File: src/rtl/irq_controller_if.sv
// rtl/irq_controller_if.sv - CPU data-bus bundle between the P7 core and irq_controller
interface irq_controller_if;
  logic [31:0] m_data_addr;
  logic [31:0] m_data_wdata;
  logic [3:0]  m_data_byteen;
  logic [31:0] m_data_rdata;

  modport master (
    output m_data_addr,
    output m_data_wdata,
    output m_data_byteen,
    input  m_data_rdata
  );

  modport slave (
    input  m_data_addr,
    input  m_data_wdata,
    input  m_data_byteen,
    output m_data_rdata
  );
endinterface

File: src/rtl/irq_controller.sv
// rtl/irq_controller.sv - edge-latching priority interrupt controller (optional COUNT register: IRQ_COUNT_EN)
module irq_controller #(
  parameter int          NUM_SRC     = 6,
  parameter logic [31:0] BASE_ADDR   = 32'h0000_7F20,
  parameter int          SYNC_STAGES = 2
) (
  input  logic               clk,
  input  logic               reset,
  input  logic [NUM_SRC-1:0] irq_src,
  irq_controller_if.slave    bus,
  output logic               interrupt,
  output logic [3:0]         irq_id
);

  typedef enum logic [3:0] {
    ST_IDLE    = 4'd0,
    ST_ASSERT  = 4'd1,
    ST_HOLDOFF = 4'd2
  } state_t;

  localparam logic [NUM_SRC-1:0] ONE = NUM_SRC'(1);

  logic [NUM_SRC-1:0] sync_q [SYNC_STAGES];
  logic [NUM_SRC-1:0] prev_q;
  logic [NUM_SRC-1:0] pending_q;
  logic [NUM_SRC-1:0] mask_q;
  state_t             state_q;
  state_t             state_d;
  logic               int_d;
  logic [3:0]         id_d;
  logic               ack_leave;

  logic [NUM_SRC-1:0] sync_out;
  logic [NUM_SRC-1:0] rise;
  logic [NUM_SRC-1:0] req;
  logic [NUM_SRC-1:0] cur_sel;
  logic [3:0]         win_id;
  logic [31:0]        bm;
  logic [31:0]        wdata_m;
  logic [29:0]        word_off;
  logic               in_win;
  logic               wr;
  logic               ack_wr;
  logic               mask_wr;
  logic               cnt_wr;
  logic [NUM_SRC-1:0] ack_clr;
  logic [NUM_SRC-1:0] mask_new;
  logic [31:0]        count_rd;
  logic               unused_bits;

  // Address decode and byte-lane merge of store data
  always_comb begin
    bm       = {{8{bus.m_data_byteen[3]}}, {8{bus.m_data_byteen[2]}},
                {8{bus.m_data_byteen[1]}}, {8{bus.m_data_byteen[0]}}};
    wdata_m  = bus.m_data_wdata & bm;
    word_off = bus.m_data_addr[31:2] - BASE_ADDR[31:2];
    in_win   = (word_off < 30'd4);
    wr       = |bus.m_data_byteen;
    ack_wr   = wr && in_win && (word_off[1:0] == 2'd0);
    mask_wr  = wr && in_win && (word_off[1:0] == 2'd1);
    cnt_wr   = wr && in_win && (word_off[1:0] == 2'd3);
    ack_clr  = ack_wr ? wdata_m[NUM_SRC-1:0] : '0;
    mask_new = (mask_q & ~bm[NUM_SRC-1:0]) | wdata_m[NUM_SRC-1:0];
  end

  assign unused_bits = ^{bus.m_data_addr[1:0], wdata_m[31:NUM_SRC], bm[31:NUM_SRC]};

  // Input synchroniser chain and one-clock edge history
  always_ff @(posedge clk or negedge reset) begin
    if (!reset) begin
      for (int s = 0; s < SYNC_STAGES; s++) sync_q[s] <= '0;
      prev_q <= '0;
    end else begin
      sync_q[0] <= irq_src;
      for (int s = 1; s < SYNC_STAGES; s++) sync_q[s] <= sync_q[s-1];
      prev_q <= sync_out;
    end
  end

  assign sync_out = sync_q[SYNC_STAGES-1];
  assign rise     = sync_out & ~prev_q;

  // Pending bits: a new edge wins over a simultaneous ACK clear
  always_ff @(posedge clk or negedge reset) begin
    if (!reset) pending_q <= '0;
    else        pending_q <= (pending_q & ~ack_clr) | rise;
  end

  // Software mask register with per-lane merge
  always_ff @(posedge clk or negedge reset) begin
    if (!reset)       mask_q <= '1;
    else if (mask_wr) mask_q <= mask_new;
  end

  // Lowest-index enabled pending source wins
  always_comb begin
    req    = pending_q & mask_q;
    win_id = 4'd0;
    for (int i = NUM_SRC - 1; i >= 0; i--) begin
      if (req[i]) win_id = 4'(i);
    end
  end

  assign cur_sel = ONE << irq_id;

  // FSM state register with registered interrupt and irq_id outputs
  always_ff @(posedge clk or negedge reset) begin
    if (!reset) begin
      state_q   <= ST_IDLE;
      interrupt <= 1'b0;
      irq_id    <= 4'd0;
    end else begin
      state_q   <= state_d;
      interrupt <= int_d;
      irq_id    <= id_d;
    end
  end

  // FSM next state; HOLDOFF forwards straight to the next winner so the low gap is one clock
  always_comb begin
    state_d   = state_q;
    ack_leave = 1'b0;
    case (state_q)
      ST_IDLE, ST_HOLDOFF: state_d = (|req) ? ST_ASSERT : ST_IDLE;
      ST_ASSERT: begin
        if (|(ack_clr & cur_sel)) begin
          state_d   = ST_HOLDOFF;
          ack_leave = 1'b1;
        end else if (!(|(mask_q & cur_sel))) begin
          state_d = ST_HOLDOFF;
        end
      end
      default: state_d = ST_IDLE;
    endcase
  end

  // FSM outputs: raise in ASSERT, capture the winner only on entry
  always_comb begin
    int_d = (state_d == ST_ASSERT);
    id_d  = irq_id;
    if (state_q != ST_ASSERT && state_d == ST_ASSERT) id_d = win_id;
  end

`ifdef IRQ_COUNT_EN
  logic [31:0] count_q;

  // Count ACK-terminated interrupts; any store to COUNT clears it
  always_ff @(posedge clk or negedge reset) begin
    if (!reset)         count_q <= 32'd0;
    else if (cnt_wr)    count_q <= 32'd0;
    else if (ack_leave) count_q <= count_q + 32'd1;
  end

  assign count_rd = count_q;
`else
  logic unused_cnt;
  assign unused_cnt = cnt_wr ^ ack_leave;
  assign count_rd   = 32'd0;
`endif

  // Combinational register read mux, zero outside the window
  always_comb begin
    bus.m_data_rdata = 32'd0;
    if (in_win) begin
      case (word_off[1:0])
        2'd0:    bus.m_data_rdata = 32'(pending_q);
        2'd1:    bus.m_data_rdata = 32'(mask_q);
        2'd2:    bus.m_data_rdata = {interrupt, 23'd0, state_q, irq_id};
        default: bus.m_data_rdata = count_rd;
      endcase
    end
  end

endmodule

File: src/flat_wrapper.sv
// flat-port wrapper written by rule: the top's interface ports become plain ports
module irq_controller_flat 
#(
  parameter int          NUM_SRC     = 6,
  parameter logic [31:0] BASE_ADDR   = 32'h0000_7F20,
  parameter int          SYNC_STAGES = 2
)
  (clk, reset, irq_src, interrupt, irq_id, bus_m_data_addr, bus_m_data_wdata, bus_m_data_byteen, bus_m_data_rdata);
  irq_controller_if bus_i ();
  input  logic clk;
  input  logic reset;
  input  logic [NUM_SRC-1:0] irq_src;
  output logic interrupt;
  output logic [3:0] irq_id;
  input wire logic [$bits(bus_i.m_data_addr)-1:0] bus_m_data_addr;
  input wire logic [$bits(bus_i.m_data_wdata)-1:0] bus_m_data_wdata;
  input wire logic [$bits(bus_i.m_data_byteen)-1:0] bus_m_data_byteen;
  output wire logic [$bits(bus_i.m_data_rdata)-1:0] bus_m_data_rdata;
  assign bus_i.m_data_addr = bus_m_data_addr;
  assign bus_i.m_data_wdata = bus_m_data_wdata;
  assign bus_i.m_data_byteen = bus_m_data_byteen;
  assign bus_m_data_rdata = bus_i.m_data_rdata;
  irq_controller #(.NUM_SRC(NUM_SRC), .BASE_ADDR(BASE_ADDR), .SYNC_STAGES(SYNC_STAGES)) u_core (.clk(clk), .reset(reset), .irq_src(irq_src), .bus(bus_i), .interrupt(interrupt), .irq_id(irq_id));
endmodule
File: config.mk
export PLATFORM = sky130hd
export DESIGN_NAME = irq_controller_flat
export DESIGN_NICKNAME = d
export VERILOG_FILES = /design/src/rtl/irq_controller_if.sv /design/src/rtl/irq_controller.sv /design/src/flat_wrapper.sv
export SDC_FILE = /design/constraint.sdc
export NUM_CORES = 1
export LEC_CHECK = 0
export CAP_MARGIN = 25
export CORE_MARGIN = 2
export CORE_UTILIZATION = 37
export DETAILED_ROUTE_END_ITERATION = 10
export PLACE_DENSITY = 0.73
export SLEW_MARGIN = 20
export SYNTH_ARGS = -nofsm -noshare
export SYNTH_HDL_FRONTEND = slang
export SYNTH_SLANG_ARGS = --single-unit
File: constraint.sdc
create_clock -name clk -period 2.5 [get_ports clk]
set_input_delay 0.25 -clock clk [delete_from_list [all_inputs] [get_ports clk]]
set_output_delay 0.25 -clock clk [all_outputs]
set_load 0.02 [all_outputs]
# After elaboration in Yosys (flattened, before gate mapping)
# Cells that the tools add are included.
# totals
register_bits	39
latch_bits	0
mem_bits_rw	0
rom_bits	0
in_bits	76
output_inout_bits	37
elab_cells	53
n_memories	0
# op_classes
n_addsub	1
n_mul	0
div_mod_pow	0
n_lt_le_gt_ge	1
eq_ne	6
shift	1
mux	13
bitwise_logic	12
n_reduce_logical	11
# ops
operator	count
$pmux W32 S3	1
$and A6 B6 Y6	7
$mux W32	1
$lt A30 B3 Y1 const B	1
$sub A30 B13 Y30 const B	1
$mux W3	6
$not A6 Y6	3
$reduce_or A6 Y1	3
$or A6 B6 Y6	2
$eq A4 B1 Y1 const B	2
$mux W4	2
$pmux W4 S2	1
$mux W6	1
$shl A1 B4 Y6 const A	1
$eq A4 B2 Y1 const B	1
$logic_and A1 B1 Y1	4
$logic_not A4 Y1	1
$ne A4 B1 Y1 const B	1
$reduce_or A4 Y1	1
$eq A2 B1 Y1 const B	1
$eq A2 B2 Y1 const B	1
$logic_not A2 Y1	1
$reduce_or A2 Y1	1
$mux W1	1

# Logic depth before layout (Yosys ltp)
# Gate-level depths: netlist of the first run.
# depth
word_depth	11
ltp_mapped	8
mapped_depth_nobuf	8

# Worst setup path after synthesis of the first run
# OpenSTA, ideal clock, no wires.
# synth_timing
path_kind	input to output
start	input port bus_m_data_addr[25]
end	output port bus_m_data_rdata[31]
arrival_time_ns	2.630
t_required_ns	2.250
setup_slack_ns	-0.380
path_stages	6
n_path_buf	0
cell_sequence	or3_1 > or4_1 > or4_4 > a211oi_1 > o2111ai_1 > nor3_1
# synth_between
elab_chain_len	3
# synth_rtl
element	line	rtl
from (decl)	flat_wrapper.sv:15	input wire logic [$bits(bus_i.m_data_addr)-1:0] bus_m_data_addr;
$sub A30 B13 Y30	irq_controller.sv:56	word_off = bus.m_data_addr[31:2] - BASE_ADDR[31:2];
$lt A30 B3 Y1	irq_controller.sv:57	in_win = (word_off < 30'd4);
$mux W32	irq_controller.sv:164	if (in_win) begin
to (decl)	flat_wrapper.sv:18	output wire logic [$bits(bus_i.m_data_rdata)-1:0] bus_m_data_rdata;
# Every way passes these cells.

# Worst setup path after layout of the first run
# layout_timing
start	input port bus_m_data_addr[23]
end	output port bus_m_data_rdata[6]
# Same word-level chain as after synthesis.

==> run summary, run 1 <==
- **total leakage power** 1.61 nW
- **most repeated cell in the gate-level netlist after synthesis** dfrtp_1
- **clock slew at the register clock pins of the worst setup and hold paths** 70 ps
- **count of unresolved DRC violations after routing** 0
- **Mapped Area** 0.00240 sq mm
- **later-pin clock latency in the skew report** 280 ps
- **effective utilization at floorplan** 0.380
- **DRT iter0 DRCs** 129
- **distinct cell type count after synthesis** 50
- **share of synthesized registers carrying an async set or reset** 1.00
- **CP Data Arrival Time** 2710 ps
- **antenna cell count** 0
- **Tot Pwr** 0.00153 W
- **Final Worst Setup Slack** -457 ps
- **critical path's largest stage delay** 550 ps
- **number of nets with antenna violations after detailed routing** 0
- **DRT Pass-1 Iters** 4
- **via count of the first global-routing pass** 2301
- **commonest cells in the synthesized netlist** dfrtp_1, buf_4, nor2_1, nor2b_1, a21oi_1
- **global routing usage on met2** 0.319
- **setup-violating endpoint count in the final report** 9
- **overall die area** 0.00714 sq mm
- **net total in the final layout** 432
- **synth top area cells** dfrtp_1, buf_4, dfstp_2
- **worst ir drop on vdd** 427 uV
- **first-pass GRT wire length** 10800 microns
- **count of cells along the worst register-to-register path** 5
- **Hold Crit Depth** 0
- **multi-input logic area** 0.00154 sq mm
- **register-to-register setup slack** 630 ps
- **highest fanout seen on the critical path** 5
- **I/O pins** 113
- **count of yosys warnings during synthesis** 0
- **flip-flop and latch area** 958 sq um
- **largest net degree at the start of global routing** 39
- **number of flops mapped to enable cells by yosys** 0
- **GR Overflow Total** 0
- **worst hold path class** reg -> reg
- **met1 track demand over resource** 0.245
- **status** complete, but fails checks
- **Power per Cell Area** 405 mW/mm^2
- **Final Hold Violating Endpoints** 0
- **clk root buf** clkbuf_8
- **layout cell share with drive strength beyond 1** 0.351
- **die width** 84.5 microns
- **minimum setup slack after placement** -1240 ps
- **Layout fillers** 500
- **share of the yosys chip area belonging to registers** 0.400
- **number of flip-flops and latches in the synthesized netlist** 38
- **Core Rows** 29
- **Core ar.** 0.00631 sq mm
- **worst slew slack as a fraction of its limit** 0.645
- **vias** 2272
- **Placer Congestion** 0.907
- **Peak Freq** 338 MHz
- **Avg Synthesized Cell Area** 9.78 sq um
- **endpoint required time on the critical path** 2250 ps
- **violations in the final reports** setup timing
- **count of max-cap constraint violations** 0
- **Hold Path Sink** u_core.sync_out[4]$_DFF_PN0_
- **worst-path cell with the longest stage delay** or4_4
- **deepest level of the CTS H-tree** 2
- **total global routing track utilization** 0.187
- **number of antenna violations at the first check in global routing** 0
- **unrepaired setup endpoints after global routing** true
- **detailed-route wire length** 6650 microns
- **Inserted Clock Buffers** 5
- **Post-DP HPWL** 5040 microns
- **most used routing layer** met2
- **actual transition at the worst max-transition pin** 525 ps
- **routed len/inst** 15.4 microns
- **cells traversed along the worst timing path** buf_6 > or3_4 > or4_4 > or4_4 > a211oi_4 > o2111ai_4 > buf_12 > nor3_4 > buf_6
- **total count of max-transition violations in the final report** 0
- **top_reg_cell synth** dfrtp_1
- **GR Util met3** 0.0344
- **worst reg2reg endpoint** u_core.irq_id[2]$_DFFE_PN0P_
- **category of the critical setup timing path** in -> out
- **min cycle time layout** 2960 ps
- **post-synth top area cell** dfrtp_1
- **CP Capture Type** output port
- **Sink Count** 38
- **top cell type's share of synthesized area** 0.334
- **Max Clock Skew** 3.69 ps
- **TritonCTS clock tree** built
- **area growth from synthesis to layout** 57.4%
- **count of mapped cells out of synthesis** 245
- **crit start category** input port
- **worst setup path startpoint** bus_m_data_addr[23]
- **start point of the worst hold path** u_core.sync_q[10]$_DFF_PN0_
- **period utilization** 1.18
- **vias per cell** 5.25
- **Max Root-Sink Buffers** 2
- **port buffer count** 57
- **height of the chip** 84.5 microns
-- layer usage --
layer	up-vias	wire (microns)
li1	1078	-
met2	91	3290
met5	-	0
met1	1095	2880
met3	8	402
met4	0	75
-- final cells by class --
| cell class | count | area share |
|---|---|---|
| multi-input cells | 192 | 0.409 |
| flip-flops and latches | 38 | 0.254 |
| inverters | 8 | 0.00796 |
| repair buffers | 110 | 0.266 |
| well taps | 77 | 0.0255 |
| clock inverters | 2 | 0.0159 |
| clock buffers | 6 | 0.0219 |
-- stage by stage --
step / instances / utilization / TNS (ps) / cell area [sq um] / hold slack [ps]
floorplan: 270 / - / -1400 / 2600 / -45.6
global placement: 417 / 0.539 / -18040 / 3400 / 333
detailed placement: 417 / 0.539 / -19340 / 3400 / 337
CTS: 431 / 0.589 / -3710 / 3720 / 354
global route: 433 / 0.598 / -4320 / 3770 / 369
finish: 433 / 0.598 / -3440 / 3770 / 354
-- logic make-up (layout without fill, tap and decap cells) --
family / Yosys count / count (layout) / synth area share
flip-flops: 38 / 38 / 0.400
other: 1 / 26 / 0.00156
AND/OR/NAND/NOR: 88 / 88 / 0.218
multiplexers: 22 / 22 / 0.102
AO/OA/AOI/OAI: 54 / 54 / 0.166
adder cells (fa/ha/maj): 1 / 1 / 0.00522
buffers and inverters: 40 / 126 / 0.103
XOR/XNOR: 1 / 1 / 0.00365
-- critical path, delay by kind of cell --
kind / cells / cell delay (ps)
and+or+nand+nor: 4 / 1550
AOI/OAI and AO/OA: 2 / 490
buffers and inverters: 3 / 430
-- placed cells by master, fill, tap and decap left out, drive strengths merged, types with 10 or more instances in the layout --
cell / n
dfrtp: 32
nor2: 22
mux2i: 11
dlygate4sd2: 12
buf: 65
mux2: 10
clkdlybuf4s50: 27
nor2b: 13
a21oi: 12
conb: 26
nor3: 11
-- where the power goes --
group	internal (W)	switching, W	total, W
clock	0.000425	0.000198	0.000623
combinational	0.000124	0.000144	0.000268
sequential	0.000632	0.00000644	0.000638
total	0.00118	0.000348	0.00153
-- how the worst max path moves through the flow --
| stage | endpoint | slack (ps) | cells past startpoint |
|---|---|---|---|
| finish | bus_m_data_rdata[6] | -460 | 9 |
| global route | bus_m_data_rdata[6] | -520 | 9 |
| CTS | bus_m_data_rdata[6] | -470 | 9 |
| detailed placement | bus_m_data_rdata[7] | -1240 | 10 |
| global placement | bus_m_data_rdata[6] | -1140 | 10 |
| floorplan | bus_m_data_rdata[31] | -130 | 6 |
-- repair_timing --
action	CTS	global route
cloned	2	0
hold buffers	0	0
setup buffers	4	3
hold endpoints to repair	0	0
pin swaps	24	14
resized for setup	107	12
setup endpoints to repair	24	24
(Power assumes the default switching activity.)
==> run 2, diff against run 1 <==
--- a/config.mk
+++ b/config.mk
@@ -6,6 +6,7 @@
 export NUM_CORES = 1
 export LEC_CHECK = 0
 export CAP_MARGIN = 25
+export CORE_ASPECT_RATIO = 0.6
 export CORE_MARGIN = 2
 export CORE_UTILIZATION = 37
 export DETAILED_ROUTE_END_ITERATION = 10
==> run 2 against run 1 <==
Against the previous run:
- the run still ends with setup timing left
- combinational power hardly changed
- register-to-register slack worse by 60 ps
- via count is 0.53% higher
- sequential power hardly changed
- final cell count is 1.2% higher
- first-iteration DRC count is 4.7% lower
- worst hold slack worse by 2.7 ps
- non-clock buffer count is 2 lower
- clock power is 3.5% higher
- maximum frequency is 0.86% higher
- largest power group is now clock
- highest routed layer unchanged
==> run summary, run 2 (synthesized netlist as in run 1, its figures left out) <==
- **deepest level of the CTS H-tree** 2, unchanged
- **status** complete, but fails checks
- **worst ir drop on vdd** 235 uV, -45%
- **category of the critical setup timing path** in -> out
- **min cycle time layout** 2930 ps, -25.1 ps
- **Hold Path Sink** u_core.sync_out[2]$_DFF_PN0_
- **met2 routed WL** 2840 microns, -14%
- **Sink Count** 38, unchanged
- **actual transition at the worst max-transition pin** 557 ps, +32.1 ps
- **effective utilization at floorplan** 0.387, +0.00736
- **routed len/inst** 15.8 microns, +2.8%
- **area growth from synthesis to layout** 57.2%
- **Hold Crit Depth** 0, unchanged
- **worst slack on hold paths** 351 ps, -2.67 ps
- **dominant delay contributor by cell family on the critical path** simple AND/OR/NAND/NOR gates
- **port buffer count** 57, unchanged
- **Max Root-Sink Buffers** 2, unchanged
- **Tot Pwr** 0.00155 W, +1.6%
- **area of all placed cells without fillers** 0.00377 sq mm, -0.13%
- **worst hold path class** reg -> reg
- **Post-DP HPWL** 5360 microns, +6.3%
- **worst-path cell with the longest stage delay** or4_4
- **vias per cell** 5.21, -0.62%
- **total routed wire length on the met1 layer** 3480 microns, +21%
- **CP Capture Type** output port
- **DRT Pass-1 Iters** 4, unchanged
- **CTS hold repair buffers** 0, unchanged
- **met3 routed WL** 547 microns, +36%
- **die width** 108 microns, +28%
- **top layer reached by signal wires** met4
- **clk root buf** clkbuf_8
- **Placer Congestion** 0.879, -3.2%
- **violations in the final reports** setup timing
- **layout cell share with drive strength beyond 1** 0.356, +0.00481
- **Core ar.** 0.00619 sq mm, -1.9%
- **total leakage power** 1.58 nW, -1.9%
- **worst slew slack as a fraction of its limit** 0.626, -0.0194
- **height of the chip** 66.4 microns, -21%
- **Core Rows** 22, -24%
- **cells traversed along the worst timing path** buf_6 > or3_4 > or4_4 > or4_4 > a211oi_4 > o2111ai_4 > buf_12 > nor3_4 > buf_6
- **commonest cells after routing, fill and taps aside** buf_4, clkdlybuf4s50_1, dfrtp_1
- **I/O pins** 113, unchanged
- **most common cell after layout, fill and taps aside** buf_4
- **vias** 2284, +0.53%
- **CP Data Arrival Time** 2680 ps, -30 ps
- **total count of max-transition violations in the final report** 0, unchanged
- **Final Worst Setup Slack** -432 ps, +25.1 ps
- **total negative slack for setup checks** -5590 ps, -2150 ps
- **DRT iter0 DRCs** 123, -4.7%
- **GR Overflow Total** 0, unchanged
- **largest net degree at the start of global routing** 39, unchanged
- **clock slew at the register clock pins of the worst setup and hold paths** 70 ps, about the same
- **Final Hold Violating Endpoints** 0, unchanged
- **overall die area** 0.00716 sq mm, +0.29%
- **period utilization** 1.17, -0.0100
- **total global routing track utilization** 0.205, +0.0184
- **count of max-cap constraint violations** 0, unchanged
- **Inserted Clock Buffers** 5, unchanged
- **setup-violating endpoint count in the final report** 24, +15
- **crit start category** input port
- **first-pass GRT wire length** 11200 microns, +3.7%
- **count of cells along the worst register-to-register path** 5, unchanged
- **Layout fillers** 532, +6.4%
- **worst reg2reg endpoint** u_core.irq_id[2]$_DFFE_PN0P_
- **number of nets with antenna violations after detailed routing** 0, unchanged
- **start point of the worst hold path** u_core.sync_q[8]$_DFF_PN0_
- **antenna cell count** 0, unchanged
- **Max Clock Skew** 5.09 ps, +1.39 ps
- **TritonCTS clock tree** built
- **later-pin clock latency in the skew report** 290 ps, about the same
- **detailed-route wire length** 6910 microns, +4.0%
- **number of antenna violations at the first check in global routing** 0, unchanged
- **Peak Freq** 341 MHz, +0.86%
- **Buf+Inv Stages, Crit Path** 3, unchanged
- **Power per Cell Area** 412 mW/mm^2, +1.7%
- **count of unresolved DRC violations after routing** 0, unchanged
- **unrepaired setup endpoints after global routing** true
- **endpoint required time on the critical path** 2250 ps, about the same
- **highest fanout seen on the critical path** 5, unchanged
- **register-to-register setup slack** 570 ps, -60 ps
- **via count of the first global-routing pass** 2217, -3.7%
- **net total in the final layout** 430, -0.46%
- **standard cell area after detailed placement** 0.00343 sq mm, +0.70%
- **critical path's largest stage delay** 550 ps, about the same
==> run 2: worst max-delay path by stage <==
stage,startpoint,endpoint,slack (ps),depth (start not counted)
3_3_place_gp,bus_m_data_addr[5],bus_m_data_rdata[7],-1100,11
6_report,bus_m_data_addr[23],bus_m_data_rdata[6],-430,9
5_1_grt,bus_m_data_addr[23],bus_m_data_rdata[31],-510,9
2_1_floorplan,bus_m_data_addr[25],bus_m_data_rdata[31],-130,6
4_1_cts,bus_m_data_addr[23],bus_m_data_rdata[6],-440,9
3_5_place_dp,bus_m_data_addr[5],bus_m_data_rdata[6],-1170,11
==> run 2: report_power, final <==
group / switching [W] / total [W] / internal, W
Combinational: 0.000147 / 0.000271 / 0.000124
Sequential: 0.00000562 / 0.000637 / 0.000631
Clock: 0.000220 / 0.000645 / 0.000426
==> run 2: area by class of cell <==
class                      instances  area, sq um  area share
clock buffer                       6         82.6      0.0219
clock inverter                     2         60.1      0.0159
inverter                           8         30.0     0.00797
multi-input combinational        192         1560       0.414
sequential                        38          958       0.254
tap                               84          105      0.0279
timing repair buffer             108          972       0.258
==> run 2: worst reg2reg max path, stage by stage (launching register included) <==
cell and delay [ps]:
dfstp_2 580, a22oi_1 130, nor2b_1 170, a2111oi_0 400
buf_4 220, mux2_2 330
==> run 2: per-layer routing <==
layer	track usage	vias to the layer above
li1	-	1080
met5	0	-
met3	0.0611	7
met2	0.288	95
met1	0.305	1102
met4	0.0529	0
==> run 2: repair_timing <==
item / CTS / global route
cloned: 1 / 0
pin swaps: 22 / 12
buffers inserted: 2 / 2
setup endpoints to repair: 24 / 24
hold endpoints to repair: 0 / 0
resized for setup: 99 / 15
==> run 2: through the flow <==
stage,std cells,setup slack [ps],utilization
6_report,438,-432,0.608
5_1_grt,438,-510,0.608
4_1_cts,437,-441,0.600
3_5_place_dp,426,-1170,0.553
3_3_place_gp,426,-1100,0.553
2_1_floorplan,270,-126,-
